--- src/rtl/multicycle_ctrl_p_if.sv ---
// Control-unit <-> datapath bundle: IR fields and ALU flags in, mux selects and write enables out.
interface multicycle_ctrl_p_if;
  logic [5:0] opcode;
  logic [5:0] funct;
  logic       zero;
  logic       gt;
  logic       lt;
  logic       overflow;
  logic       div_zero;
  logic       pc_write;
  logic [1:0] pc_src;
  logic       iord;
  logic       mem_write;
  logic       ir_write;
  logic       reg_write;
  logic [1:0] reg_dst;
  logic [2:0] mem_to_reg;
  logic [1:0] alu_src_a;
  logic [1:0] alu_src_b;
  logic [2:0] alu_op;
  logic       md_start;
  logic       md_sel;
  logic       hilo_write;
  logic       epc_write;
  logic [1:0] exc_cause;
  logic [5:0] state;

  modport master (
    input  opcode, funct, zero, gt, lt, overflow, div_zero,
    output pc_write, pc_src, iord, mem_write, ir_write, reg_write, reg_dst,
           mem_to_reg, alu_src_a, alu_src_b, alu_op, md_start, md_sel,
           hilo_write, epc_write, exc_cause, state
  );

  modport slave (
    output opcode, funct, zero, gt, lt, overflow, div_zero,
    input  pc_write, pc_src, iord, mem_write, ir_write, reg_write, reg_dst,
           mem_to_reg, alu_src_a, alu_src_b, alu_op, md_start, md_sel,
           hilo_write, epc_write, exc_cause, state
  );
endinterface

--- src/rtl/multicycle_ctrl_p.sv ---
// Moore multicycle MIPS control FSM with memory/mult-div wait counters, precise exceptions and HALT.
// Outputs decode from the state register; only BRANCH pc_write looks at the live ALU flags.
module multicycle_ctrl_p #(
  parameter int MEM_LAT   = 1,
  parameter int MD_CYCLES = 32
) (
  input  logic          clk,
  input  logic          reset,
  multicycle_ctrl_p_if.master bus
);
  localparam int CNT_MAX = (MEM_LAT > MD_CYCLES) ? MEM_LAT : MD_CYCLES;
  localparam int CW      = (CNT_MAX > 1) ? $clog2(CNT_MAX) : 1;
  localparam logic [CW-1:0] LAT_LOAD = CW'(MEM_LAT - 1);
  localparam logic [CW-1:0] MD_LOAD  = CW'(MD_CYCLES - 1);

  typedef enum logic [5:0] {
    S_RESET = 6'd0,  S_FETCH = 6'd1,    S_IR_LOAD = 6'd2,  S_DECODE = 6'd3,
    S_EXEC_R = 6'd4, S_EXEC_I = 6'd5,   S_ALU_WB = 6'd6,   S_ADDR = 6'd7,
    S_MEM_RD = 6'd8, S_LOAD_WB = 6'd9,  S_MEM_WR = 6'd10,  S_BRANCH = 6'd11,
    S_JUMP = 6'd12,  S_JAL = 6'd13,     S_JR = 6'd14,      S_MD_RUN = 6'd15,
    S_MD_WB = 6'd16, S_MF_WB = 6'd17,   S_LUI_WB = 6'd18,  S_EXC_OPC = 6'd19,
    S_EXC_OVF = 6'd20, S_EXC_DIV0 = 6'd21, S_EXC_JMP = 6'd22, S_HALT = 6'd23
  } state_t;

  state_t        state_q, state_d;
  logic [CW-1:0] cnt_q, cnt_d;
  logic [1:0]    cause_q, cause_d;
  logic          md_div_q, md_div_d;
  logic          rtype;

  assign rtype = (bus.opcode == 6'h00);

  always_ff @(posedge clk or posedge reset) begin
    if (reset) begin
      state_q  <= S_RESET;
      cnt_q    <= '0;
      cause_q  <= 2'b00;
      md_div_q <= 1'b0;
    end else begin
      state_q  <= state_d;
      cnt_q    <= cnt_d;
      cause_q  <= cause_d;
      md_div_q <= md_div_d;
    end
  end

  always_comb begin
    state_d  = state_q;
    cnt_d    = cnt_q;
    cause_d  = cause_q;
    md_div_d = md_div_q;
    case (state_q)
      S_RESET:   state_d = S_FETCH;
      S_FETCH:   if (cnt_q == '0) state_d = S_IR_LOAD;
      S_IR_LOAD: state_d = S_DECODE;
      S_DECODE: begin
        md_div_d = (bus.funct == 6'h1a);
        if (rtype) begin
          case (bus.funct)
            6'h20, 6'h22, 6'h24, 6'h2a: state_d = S_EXEC_R;
            6'h08:                      state_d = S_JR;
            6'h18:                      state_d = S_MD_RUN;
            6'h1a:                      state_d = bus.div_zero ? S_EXC_DIV0 : S_MD_RUN;
            6'h10, 6'h12:               state_d = S_MF_WB;
            6'h0d:                      state_d = S_HALT;
            default:                    state_d = S_EXC_OPC;
          endcase
        end else begin
          case (bus.opcode)
            6'h08:                      state_d = S_EXEC_I;
            6'h23, 6'h2b:               state_d = S_ADDR;
            6'h04, 6'h05, 6'h06, 6'h07: state_d = S_BRANCH;
            6'h0f:                      state_d = S_LUI_WB;
            6'h02:                      state_d = S_JUMP;
            6'h03:                      state_d = S_JAL;
            default:                    state_d = S_EXC_OPC;
          endcase
        end
      end
      S_EXEC_R: state_d = ((bus.funct == 6'h20 || bus.funct == 6'h22) && bus.overflow)
                          ? S_EXC_OVF : S_ALU_WB;
      S_EXEC_I: state_d = bus.overflow ? S_EXC_OVF : S_ALU_WB;
      S_ADDR:   state_d = (bus.opcode == 6'h23) ? S_MEM_RD : S_MEM_WR;
      S_MEM_RD: if (cnt_q == '0) state_d = S_LOAD_WB;
      S_MEM_WR: if (cnt_q == '0) state_d = S_FETCH;
      S_MD_RUN: if (cnt_q == '0) state_d = S_MD_WB;
      S_EXC_OPC, S_EXC_OVF, S_EXC_DIV0: state_d = S_EXC_JMP;
      S_HALT:   state_d = S_HALT;
      S_ALU_WB, S_LOAD_WB, S_BRANCH, S_JUMP, S_JAL, S_JR,
      S_MD_WB, S_MF_WB, S_LUI_WB, S_EXC_JMP: state_d = S_FETCH;
      default:  state_d = S_RESET;
    endcase

    // Wait counter reloads on any state change and counts down while the state holds.
    if (state_d != state_q)
      cnt_d = (state_d == S_MD_RUN) ? MD_LOAD : LAT_LOAD;
    else if (cnt_q != '0)
      cnt_d = cnt_q - 1'b1;

    case (state_d)
      S_EXC_OPC:  cause_d = 2'b01;
      S_EXC_OVF:  cause_d = 2'b10;
      S_EXC_DIV0: cause_d = 2'b11;
      default:    cause_d = cause_q;
    endcase
  end

  always_comb begin
    bus.pc_write   = 1'b0;
    bus.pc_src     = 2'b00;
    bus.iord       = 1'b0;
    bus.mem_write  = 1'b0;
    bus.ir_write   = 1'b0;
    bus.reg_write  = 1'b0;
    bus.reg_dst    = 2'b00;
    bus.mem_to_reg = 3'b000;
    bus.alu_src_a  = 2'b00;
    bus.alu_src_b  = 2'b00;
    bus.alu_op     = 3'b000;
    bus.md_start   = 1'b0;
    bus.md_sel     = 1'b0;
    bus.hilo_write = 1'b0;
    bus.epc_write  = 1'b0;
    case (state_q)
      S_IR_LOAD: begin
        bus.ir_write  = 1'b1;
        bus.pc_write  = 1'b1;
        bus.alu_src_b = 2'b01;
      end
      S_DECODE:  bus.alu_src_b = 2'b11;
      S_EXEC_R: begin
        bus.alu_src_a = 2'b01;
        case (bus.funct)
          6'h22:   bus.alu_op = 3'b001;
          6'h24:   bus.alu_op = 3'b010;
          6'h2a:   bus.alu_op = 3'b011;
          default: bus.alu_op = 3'b000;
        endcase
      end
      S_EXEC_I, S_ADDR: begin
        bus.alu_src_a = 2'b01;
        bus.alu_src_b = 2'b10;
      end
      S_ALU_WB: begin
        bus.reg_write = 1'b1;
        bus.reg_dst   = rtype ? 2'b01 : 2'b00;
      end
      S_MEM_RD:  bus.iord = 1'b1;
      S_MEM_WR: begin
        bus.iord      = 1'b1;
        bus.mem_write = 1'b1;
      end
      S_LOAD_WB: begin
        bus.reg_write  = 1'b1;
        bus.mem_to_reg = 3'b001;
      end
      S_BRANCH: begin
        bus.alu_src_a = 2'b01;
        bus.alu_op    = 3'b001;
        bus.pc_src    = 2'b01;
        case (bus.opcode)
          6'h04:   bus.pc_write = bus.zero;
          6'h05:   bus.pc_write = ~bus.zero;
          6'h06:   bus.pc_write = bus.lt | bus.zero;
          default: bus.pc_write = bus.gt;
        endcase
      end
      S_JUMP: begin
        bus.pc_src   = 2'b10;
        bus.pc_write = 1'b1;
      end
      S_JAL: begin
        bus.pc_src     = 2'b10;
        bus.pc_write   = 1'b1;
        bus.reg_write  = 1'b1;
        bus.reg_dst    = 2'b10;
        bus.mem_to_reg = 3'b100;
      end
      // rt is $0 for jr, so A + B passes the register target straight through.
      S_JR: begin
        bus.alu_src_a = 2'b01;
        bus.pc_write  = 1'b1;
      end
      S_MD_RUN: begin
        bus.md_start = (cnt_q == MD_LOAD);
        bus.md_sel   = md_div_q;
      end
      S_MD_WB:   bus.hilo_write = 1'b1;
      S_MF_WB: begin
        bus.reg_write  = 1'b1;
        bus.reg_dst    = 2'b01;
        bus.mem_to_reg = (bus.funct == 6'h10) ? 3'b010 : 3'b011;
      end
      S_LUI_WB: begin
        bus.reg_write  = 1'b1;
        bus.mem_to_reg = 3'b101;
      end
      S_EXC_OPC, S_EXC_OVF, S_EXC_DIV0: begin
        bus.epc_write = 1'b1;
        bus.alu_src_b = 2'b01;
        bus.alu_op    = 3'b001;
      end
      S_EXC_JMP: begin
        bus.pc_src   = 2'b11;
        bus.pc_write = 1'b1;
      end
      default: ;
    endcase
  end

  assign bus.exc_cause = cause_q;
  assign bus.state     = state_q;
endmodule

--- src/flat_wrapper.sv ---
// flat-port wrapper written by rule: the top's interface ports become plain ports
module multicycle_ctrl_p_flat 
#(
  parameter int MEM_LAT   = 1,
  parameter int MD_CYCLES = 32
)
  (clk, reset, bus_opcode, bus_funct, bus_zero, bus_gt, bus_lt, bus_overflow, bus_div_zero, bus_pc_write, bus_pc_src, bus_iord, bus_mem_write, bus_ir_write, bus_reg_write, bus_reg_dst, bus_mem_to_reg, bus_alu_src_a, bus_alu_src_b, bus_alu_op, bus_md_start, bus_md_sel, bus_hilo_write, bus_epc_write, bus_exc_cause, bus_state);
  multicycle_ctrl_p_if bus_i ();
  input  logic clk;
  input  logic reset;
  input wire logic [$bits(bus_i.opcode)-1:0] bus_opcode;
  input wire logic [$bits(bus_i.funct)-1:0] bus_funct;
  input wire logic [$bits(bus_i.zero)-1:0] bus_zero;
  input wire logic [$bits(bus_i.gt)-1:0] bus_gt;
  input wire logic [$bits(bus_i.lt)-1:0] bus_lt;
  input wire logic [$bits(bus_i.overflow)-1:0] bus_overflow;
  input wire logic [$bits(bus_i.div_zero)-1:0] bus_div_zero;
  output wire logic [$bits(bus_i.pc_write)-1:0] bus_pc_write;
  output wire logic [$bits(bus_i.pc_src)-1:0] bus_pc_src;
  output wire logic [$bits(bus_i.iord)-1:0] bus_iord;
  output wire logic [$bits(bus_i.mem_write)-1:0] bus_mem_write;
  output wire logic [$bits(bus_i.ir_write)-1:0] bus_ir_write;
  output wire logic [$bits(bus_i.reg_write)-1:0] bus_reg_write;
  output wire logic [$bits(bus_i.reg_dst)-1:0] bus_reg_dst;
  output wire logic [$bits(bus_i.mem_to_reg)-1:0] bus_mem_to_reg;
  output wire logic [$bits(bus_i.alu_src_a)-1:0] bus_alu_src_a;
  output wire logic [$bits(bus_i.alu_src_b)-1:0] bus_alu_src_b;
  output wire logic [$bits(bus_i.alu_op)-1:0] bus_alu_op;
  output wire logic [$bits(bus_i.md_start)-1:0] bus_md_start;
  output wire logic [$bits(bus_i.md_sel)-1:0] bus_md_sel;
  output wire logic [$bits(bus_i.hilo_write)-1:0] bus_hilo_write;
  output wire logic [$bits(bus_i.epc_write)-1:0] bus_epc_write;
  output wire logic [$bits(bus_i.exc_cause)-1:0] bus_exc_cause;
  output wire logic [$bits(bus_i.state)-1:0] bus_state;
  assign bus_i.opcode = bus_opcode;
  assign bus_i.funct = bus_funct;
  assign bus_i.zero = bus_zero;
  assign bus_i.gt = bus_gt;
  assign bus_i.lt = bus_lt;
  assign bus_i.overflow = bus_overflow;
  assign bus_i.div_zero = bus_div_zero;
  assign bus_pc_write = bus_i.pc_write;
  assign bus_pc_src = bus_i.pc_src;
  assign bus_iord = bus_i.iord;
  assign bus_mem_write = bus_i.mem_write;
  assign bus_ir_write = bus_i.ir_write;
  assign bus_reg_write = bus_i.reg_write;
  assign bus_reg_dst = bus_i.reg_dst;
  assign bus_mem_to_reg = bus_i.mem_to_reg;
  assign bus_alu_src_a = bus_i.alu_src_a;
  assign bus_alu_src_b = bus_i.alu_src_b;
  assign bus_alu_op = bus_i.alu_op;
  assign bus_md_start = bus_i.md_start;
  assign bus_md_sel = bus_i.md_sel;
  assign bus_hilo_write = bus_i.hilo_write;
  assign bus_epc_write = bus_i.epc_write;
  assign bus_exc_cause = bus_i.exc_cause;
  assign bus_state = bus_i.state;
  multicycle_ctrl_p #(.MEM_LAT(MEM_LAT), .MD_CYCLES(MD_CYCLES)) u_core (.clk(clk), .reset(reset), .bus(bus_i));
endmodule
--- config.mk ---
export PLATFORM = sky130hd
export DESIGN_NAME = multicycle_ctrl_p_flat
export DESIGN_NICKNAME = d
export VERILOG_FILES = /design/src/rtl/multicycle_ctrl_p_if.sv /design/src/rtl/multicycle_ctrl_p.sv /design/src/flat_wrapper.sv
export SDC_FILE = /design/constraint.sdc
export NUM_CORES = 1
export LEC_CHECK = 0
export BUFFER_PORTS_ARGS = -buffer_cell sky130_fd_sc_hd__buf_2
export CAP_MARGIN = 20
export CORE_MARGIN = 5
export CORE_UTILIZATION = 48
export CTS_CLUSTER_SIZE = 25
export DETAILED_ROUTE_END_ITERATION = 10
export PLACE_DENSITY = 0.77
export SLEW_MARGIN = 20
export SYNTH_ARGS = -nofsm -noshare
export SYNTH_HDL_FRONTEND = slang
export SYNTH_SLANG_ARGS = --single-unit
export TNS_END_PERCENT = 10
--- constraint.sdc ---
create_clock -name clk -period 2.35 [get_ports clk]
set_input_delay 0.1175 -clock clk [delete_from_list [all_inputs] [get_ports clk]]
set_output_delay 0.1175 -clock clk [all_outputs]
set_load 0.1 [all_outputs]
# After elaboration in Yosys (flattened, before gate mapping)

Cells that the tools add are included.

Register bits: 14
Bits of input ports: 19

Add/sub/neg operators: 1
Equality and inequality tests: 49
Muxes and demuxes: 35
Bitwise logic cells: 2
Reductions and logical operators: 22

Operator list:

| cell               | number |
|---|---|
| $eq 6x5->1 const B | 15 |
| $eq 6x4->1 const B | 13 |
| $pmux 6 s12        | 1 |
| $eq 6x3->1 const B | 8 |
| $eq 6x6->1 const B | 6 |
| $pmux 6 s6         | 1 |
| $mux 5             | 6 |
| $mux 6             | 5 |
| $pmux 2 s3         | 5 |
| $pmux 5 s6         | 1 |
| $eq 6x2->1 const B | 4 |
| $reduce_or 4->1    | 4 |
| $reduce_or 5->1    | 3 |
| $logic_not 6->1    | 2 |
| $pmux 3 s4         | 1 |
| $mux 1             | 11 |
| $reduce_or 11->1   | 1 |
| $reduce_or 2->1    | 5 |
| $eq 6x1->1 const B | 1 |
| $ne 6x6->1         | 1 |
| $pmux 3 s2         | 1 |
| $eq 5x5->1 const B | 1 |
| $logic_not 5->1    | 1 |
| $reduce_bool 5->1  | 1 |
| 11 further kinds   | 11 |

# Longest topological paths before layout

Gate-level depths: netlist (run 1).

Depth after elaboration: 8
Depth in mapped cells: 11
Mapped depth without buffers: 11

# Worst setup path before layout (run 1)

No wires, ideal clock.

Path kind: register to register
Start: register u_core.state_q[5], in the netlist u_core.bus.state[5]
End: register u_core.cnt_q[0]
Data arrival time: 4.298 ns
Data required time: 2.271 ns
Setup slack: -2.027 ns
Cell stages (with the launch flop): 11
Buffers on the path: 2
Period minus slack after synthesis: 4.377 ns
Path through: dfrtp_1 -> buf_2 -> or2_1 -> buf_2 -> nor4_2 -> a32oi_1 -> nand2_1 -> xnor2_1 -> nand3_1 -> or4_1 -> a2bb2oi_1

Word-level cells in the longest chain between the ends: 6
Elaborated cells on any way between the ends: 36
Classes of those cells: eq/ne (25); mux (7); reduce/logical (4)

RTL lines:

| what                                                                        | line                    | text |
|---|---|---|
| start, declared                                                             | multicycle_ctrl_p.sv:25 | `state_t state_q, state_d;` |
| start signal, assigned                                                      | multicycle_ctrl_p.sv:40 | `state_q <= state_d;` |
| $eq 6x3->1 (tied with other cells)                                          | multicycle_ctrl_p.sv:52 | `case (state_q)` |
| $reduce_or 11->1 (no source line) / $reduce_or 3->1 (equally long branches) | n/a                     |  |
| $pmux 6 s12 (*)                                                             | multicycle_ctrl_p.sv:52 |  |
| named net u_core.state_d[3]                                                 | multicycle_ctrl_p.sv:25 |  |
| $eq 6x4->1                                                                  | multicycle_ctrl_p.sv:96 | `cnt_d = (state_d == S_MD_RUN) ? MD_LOAD : LAT_LOAD;` |
| $mux 5                                                                      | multicycle_ctrl_p.sv:96 |  |
| $mux 5                                                                      | multicycle_ctrl_p.sv:95 | `if (state_d != state_q)` |
| end signal, assigned                                                        | multicycle_ctrl_p.sv:41 | `cnt_q <= cnt_d;` |
| end, declared                                                               | multicycle_ctrl_p.sv:26 | `logic [CW-1:0] cnt_q, cnt_d;` |

Mark *: on every way through the listed nets, which the timed path passes. The rest lies on a longest branch.
A chain may end at the register's enable or synchronous reset.

# Worst setup path after layout (run 1)

Start: register u_core.state_q[1], in the netlist u_core.bus.state[1]
End: register u_core.cnt_q[0]

Same word-level chain as after synthesis.

==> impl_metrics.ini, run 1 <==
[run_status]
status = complete, but fails checks
violations = negative setup slack

[synthesis]
ys_types = 67
netlist_instances = 260
synth_area_mm2 = 0.001867
ys_seq_area_share_pct = 18.77
yosys_most_used_dff = dfrtp_1
avgSynthCellArea_um2 = 7.180
synth-edff-count = 0
async_flop_share_pct = 100.0
yosys_register_bits = 14
yosysWarnings = 0

[grt]
grt_first_pass_wirelength_um = 10880
grt_pass1_vias = 2200
antenna_found_initial = 0
grt_max_degree = 19
grt.overflow.total = 0
grt.total_usage_pct = 26.01

[worst_hold_path]
hold_path.class = primary input to flop
hp-start = bus_funct[5]

[setup_path]
path_max_fanout = 7
cp-startpoint = u_core.bus.state[1]
max_stage_delay_ns = 0.57
crit_path_top_delay_cell = or4_4
end_kind = flop
crit_type = flop to flop
crit_family = simple AND/OR/NAND/NOR gates
crit_arrival_ns = 2.72
cp.required_ns = 2.53
critPathBufInv = 0
r2r-start = u_core.bus.state[1]
start_kind = flop
worstPathCellList = or3_1 -> a2111oi_2 -> a21oi_1 -> o211ai_2 -> xnor2_1 -> or4_4 -> a2bb2oi_2

[timing]
relSlewSlack_pct = 65.61
setup_tns_ns = -0.7507
clock_skew_ns = 0.002311
drv_slew = 0
tightest_slew_ns = 0.5153
finalSetupViolations = 5
finalHoldViolCount = 0
worst_slack_ns = -0.1955
max_freq_mhz = 392.8
finalCritPeriodShare_pct = 108.3
min_period_ns = 2.546
rsz0062_at_grt = true

[final_layout]
design_area_mm2 = 0.003015
nFillCells = 256
drive_gt1_share_pct = 48.18
nets = 379
fin_util_pct = 81.14
syn_to_final_growth_pct = 61.53
diodes = 0

[die]
initial_core_util_pct = 50.24
core-area_mm2 = 0.003716
fp.dieH_um = 72.37
rows = 22
fp.dieArea_mm2 = 0.005237
die_w_um = 72.37
ioPinCount = 50

[pwr]
clkPwrFrac_pct = 9.7
p_int_mw = 1.190
seqPwrFrac_pct = 15.4
p_sw_mw = 1.161
leakagePower_nw = 1.360
ir_drop_mv = 0.9452
power.total_mw = 2.351
p_per_area_mw_per_mm2 = 779.6
swShare_pct = 49.37
combPwrFrac_pct = 74.8

[drt]
wl_per_cell_um = 17.10
routed_wl_um = 6924
drc_errors = 0
via_per_inst = 5.886
vias = 2384
ant_nets = 0
firstDrtPassIters = 4
drt_iter0_drc = 320

[place]
globalplace.congestion = 1.011
place_hpwl_um = 4872
io_buffers = 47
postPlaceCellArea_mm2 = 0.002714
place_ws_ns = -0.1285

[clock_network]
path_clk_slew_ns = 0.05
clock_latency_ns = 0.24
cts.path.max_buffers = 2
cts_buffers = 3
cts_max_level = 1
cts.sinks = 14
cts_root_buf = clkbuf_8
cts_tree = done

[run]
max-cap-violations = 0
[cells by family (layout without fill, tap and decap cells)]
kind of cell	Yosys count	in the layout	synth area share (%)
buffers and inverters	38	133	9.651
adder cells (fa/ha/maj)	2	2	1.340
AO/OA/AOI/OAI	67	67	25.67
flip-flops	14	14	18.77
AND/OR/NAND/NOR	128	128	39.34
XOR/XNOR	7	7	3.284
multiplexers	3	3	1.743
other	1	3	0.2009
[power groups by stage]
| stage | logic (mW) | registers, mW | clock network [mW] |
|---|---|---|---|
| after floorplan | 0.795 | 0.469 | 0 |
| after global placement | 1.32 | 0.353 | 0 |
| after detailed placement | 1.34 | 0.354 | 0 |
| after CTS | 1.55 | 0.353 | 0.234 |
| after global routing | 1.86 | 0.369 | 0.243 |
| final | 1.76 | 0.363 | 0.229 |
[synth_stat cells, types with 3 or more instances]
cell type | number | area share (%)
dfrtp_1 | 14 | 19
nand3_1 | 7 | 1.9
a32oi_1 | 3 | 1.4
nor2_1 | 27 | 5.4
nor4_1 | 5 | 1.7
nand2b_1 | 10 | 3.4
nor3_1 | 15 | 4.0
nand2_1 | 25 | 5.0
a211oi_1 | 3 | 1.2
clkbuf_1 | 3 | 0.60
o21ai_0 | 10 | 2.7
a31oi_1 | 4 | 1.3
o211ai_1 | 5 | 2.0
xnor2_1 | 6 | 2.8
inv_1 | 16 | 3.2
nand3b_1 | 4 | 1.6
o31ai_1 | 5 | 2.0
a21oi_1 | 13 | 3.5
nand4_1 | 3 | 1.0
buf_1 | 3 | 0.60
and2_1 | 3 | 1.0
buf_2 | 12 | 3.2
o2111ai_1 | 3 | 1.4
nor2b_1 | 6 | 2.0
[final cells by class]
type / instances / area (µm²) / share of cell area (%)
Clock buffer: 4 / 55.05 / 1.826
Inverter: 16 / 60.06 / 1.992
Multi-Input combinational cell: 210 / 1528 / 50.66
Sequential cell: 14 / 356.6 / 11.83
Tap cell: 48 / 60.06 / 1.992
Timing Repair Buffer: 113 / 955.9 / 31.70
[sequential cells by signal, summed over array words and instances (netlist names)]
name	cells
u_core.bus.exc_cause	2
u_core.bus.state	6
u_core.cnt_q	5
u_core.md_div_q	1
[tightest hold or removal path, stage by stage]
cell,delay [ns]
buf_2,0.08
nand2b_1,0.11
buf_4,0.12
o41ai_1,0.08
[layer usage]
layer  global-route usage, %  routed length (µm)  vias up
met4                   10.44                 261        0
met2                   43.58                3434      117
li1                        -                   -     1142
met3                   3.047                 478       25
met5                       0                   0        -
met1                   33.81                2749     1100
[layout by cell type (no fill, tap or decap), drive strengths merged, types with 2 or more instances in the layout]
master and count:
a2111oi 3, a211oi 3, a21oi 13, a31oi 4
a32oi 3, and2 3, and3 2, buf 112
clkbuf 4, conb 3, dfrtp 14, ha 2
inv 16, mux2 2, nand2 25, nand2b 11
nand3 8, nand3b 4, nand4 3, nor2 27
nor2b 6, nor3 17, nor4 6, o2111ai 3
o211ai 7, o21ai 12, o22ai 2, o31ai 5
o32a 2, or2 3, or3 3, or3b 2
or4b 2, xnor2 6
[worst paths after layout]
check	end	slack, ns	cells past startpoint
max reg2reg	u_core.cnt_q[0]	-0.20	7
min	u_core.md_div_q	0.31	4
max	u_core.cnt_q[0]	-0.20	7
min in group asynchronous	u_core.bus.state[1]	0.48	3
min reg2reg	u_core.bus.exc_cause[0]	0.54	1
max in group asynchronous	u_core.bus.state[5]	1.48	3
[metrics by stage]
step                      hold WS, ns  std cells
final                          0.3143        405
after global placement         0.1609        386
after global routing           0.3488        405
after detailed placement       0.1735        386
after CTS                      0.3089        400
after floorplan              0.006604        262
[what timing repair did]
action	in CTS	in global routing
buffers inserted	9	5
resized for setup	14	18
pin swaps	7	11
hold endpoints to repair	14	0
setup endpoints to repair	5	10
hold buffers	1	0
(Power assumes the default switching activity.)
==> run 2, diff against run 1 <==
--- a/config.mk
+++ b/config.mk
@@ -12,6 +12,8 @@
 export CTS_CLUSTER_SIZE = 25
 export DETAILED_ROUTE_END_ITERATION = 10
 export PLACE_DENSITY = 0.77
+export SETUP_SLACK_MARGIN = 0.5
+export SKIP_LAST_GASP = 1
 export SLEW_MARGIN = 20
 export SYNTH_ARGS = -nofsm -noshare
 export SYNTH_HDL_FRONTEND = slang
==> impl_metrics.ini, run 2 (synthesized netlist as in run 1, its figures left out) <==
[run_status]
status = complete, but fails checks
violations = negative setup slack

[die]
core-area_mm2 = 0.003716
die_w_um = 72.37
rows = 22
initial_core_util_pct = 50.24
fp.dieH_um = 72.37
fp.dieArea_mm2 = 0.005237
ioPinCount = 50

[timing]
tightest_slew_ns = 0.5207
max_freq_mhz = 395.3
rsz0062_at_grt = true
setup_tns_ns = -0.9401
finalSetupViolations = 7
min_period_ns = 2.530
finalCritPeriodShare_pct = 107.6
worst_slack_ns = -0.1796
drv_slew = 0
finalHoldViolCount = 0
relSlewSlack_pct = 65.25
clock_skew_ns = 0.0009421

[setup_path]
crit_path_top_delay_cell = or4_4
critPathBufInv = 3
crit_family = simple AND/OR/NAND/NOR gates
cp.required_ns = 2.53
crit_type = flop to flop
path_max_fanout = 5
max_stage_delay_ns = 0.51
r2r_setup_slack_ns = -0.18
start_kind = flop
end_kind = flop
worstPathCellList = inv_2 -> ha_4 -> nor4b_4 -> buf_4 -> buf_6 -> mux2_2 -> nand2_2 -> nand3_2 -> nor3_4 -> xnor2_2 -> or4_4 -> a2bb2oi_2
crit_arrival_ns = 2.71

[grt]
grt_pass1_vias = 2203
grt.overflow.total = 0
grt_first_pass_wirelength_um = 10820
antenna_found_initial = 0
grt_max_degree = 19
grt.total_usage_pct = 25.84

[pwr]
p_per_area_mw_per_mm2 = 783.7
leakagePower_nw = 1.352
ir_drop_mv = 0.9291
power.total_mw = 2.337

[final_layout]
largest_register_ffs = 6
syn_to_final_growth_pct = 59.72
layout_commonest_cell = buf_4
nFillCells = 260
drive_gt1_share_pct = 46.91
diodes = 0
nets = 378
final_cell_mix = buf_4, buf_2, nor2_1, nand2_1

[drt]
drt_iter0_drc = 344
wl_per_cell_um = 17.08
drc_errors = 0
via_per_inst = 5.906
firstDrtPassIters = 6
ant_nets = 0
routed_wl_um = 6900
vias = 2386

[clock_network]
cts.sinks = 14
clock_latency_ns = 0.24
cts.path.max_buffers = 2
cts_buffers = 3
cts_root_buf = clkbuf_8
cts_tree = done
path_clk_slew_ns = 0.05
cts_max_level = 1

[place]
io_buffers = 47
place_ws_ns = -0.1285
place_hpwl_um = 4872
globalplace.congestion = 1.011

[run]
max-cap-violations = 0

[worst_hold_path]
hold_path.class = primary input to flop
==> run 2: path summary, 6_finish.rpt <==
path / from / to / cells after the start
max reg2reg: u_core.cnt_q[0] / u_core.cnt_q[0] / 12
max in group asynchronous: reset / u_core.bus.state[5] / 3
min reg2reg: u_core.bus.exc_cause[0] / u_core.bus.exc_cause[0] / 1
max: u_core.cnt_q[0] / u_core.cnt_q[0] / 12
min: bus_funct[5] / u_core.md_div_q / 4
min in group asynchronous: reset / u_core.bus.exc_cause[1] / 3
==> run 2: per-layer routing <==
layer	GRT usage [%]	wire length, µm
met5	0	0
met4	10.44	290
met3	3.047	541
met2	43.17	3360
met1	33.64	2708
==> run 2: cell type report <==
cell class | instances | area (µm²) | share of cell area [%]
Inverter | 16 | 60.06 | 2.014
Clock buffer | 4 | 55.05 | 1.846
Tap cell | 48 | 60.06 | 2.014
Sequential cell | 14 | 356.6 | 11.96
Timing Repair Buffer | 112 | 942.2 | 31.60
Multi-Input combinational cell | 210 | 1508 | 50.57
==> run 2: worst register-to-register path, cell delays in order (launching register included) <==
cell       delay [ns]
dfrtp_1          0.37
inv_2            0.07
ha_4             0.16
nor4b_4          0.13
buf_4            0.16
buf_6            0.13
mux2_2           0.28
nand2_2          0.07
nand3_2          0.09
nor3_4           0.25
xnor2_2          0.12
or4_4            0.51
a2bb2oi_2        0.13
==> run 2: what timing repair did <==
item                                    4_1_cts  5_1_grt
hold buffers                                  1        0
buffers inserted                              9        4
pin swaps                                     7        9
endpoints found under the setup margin       29       31
resized for setup                            12       12
hold endpoints to repair                     14        0
==> run 2: report_power, final <==
group / total (mW) / internal [mW] / leakage (nW) / switching (mW)
clock: 0.229 / 0.148 / 0.0288 / 0.0803
combinational: 1.75 / 0.748 / 1.14 / 0.998
sequential: 0.362 / 0.288 / 0.180 / 0.0740
total: 2.34 / 1.18 / 1.35 / 1.15
==> run 2: through the flow <==
stage | hold slack, ns | utilization [%] | instances | area, µm²
floorplan | 0.006604 | - | 262 | 1963
global placement | 0.1609 | 73.03 | 386 | 2714
detailed placement | 0.1735 | 73.03 | 386 | 2714
CTS | 0.3089 | 77.74 | 400 | 2889
global route | 0.3506 | 80.24 | 404 | 2982
finish | 0.3240 | 80.24 | 404 | 2982
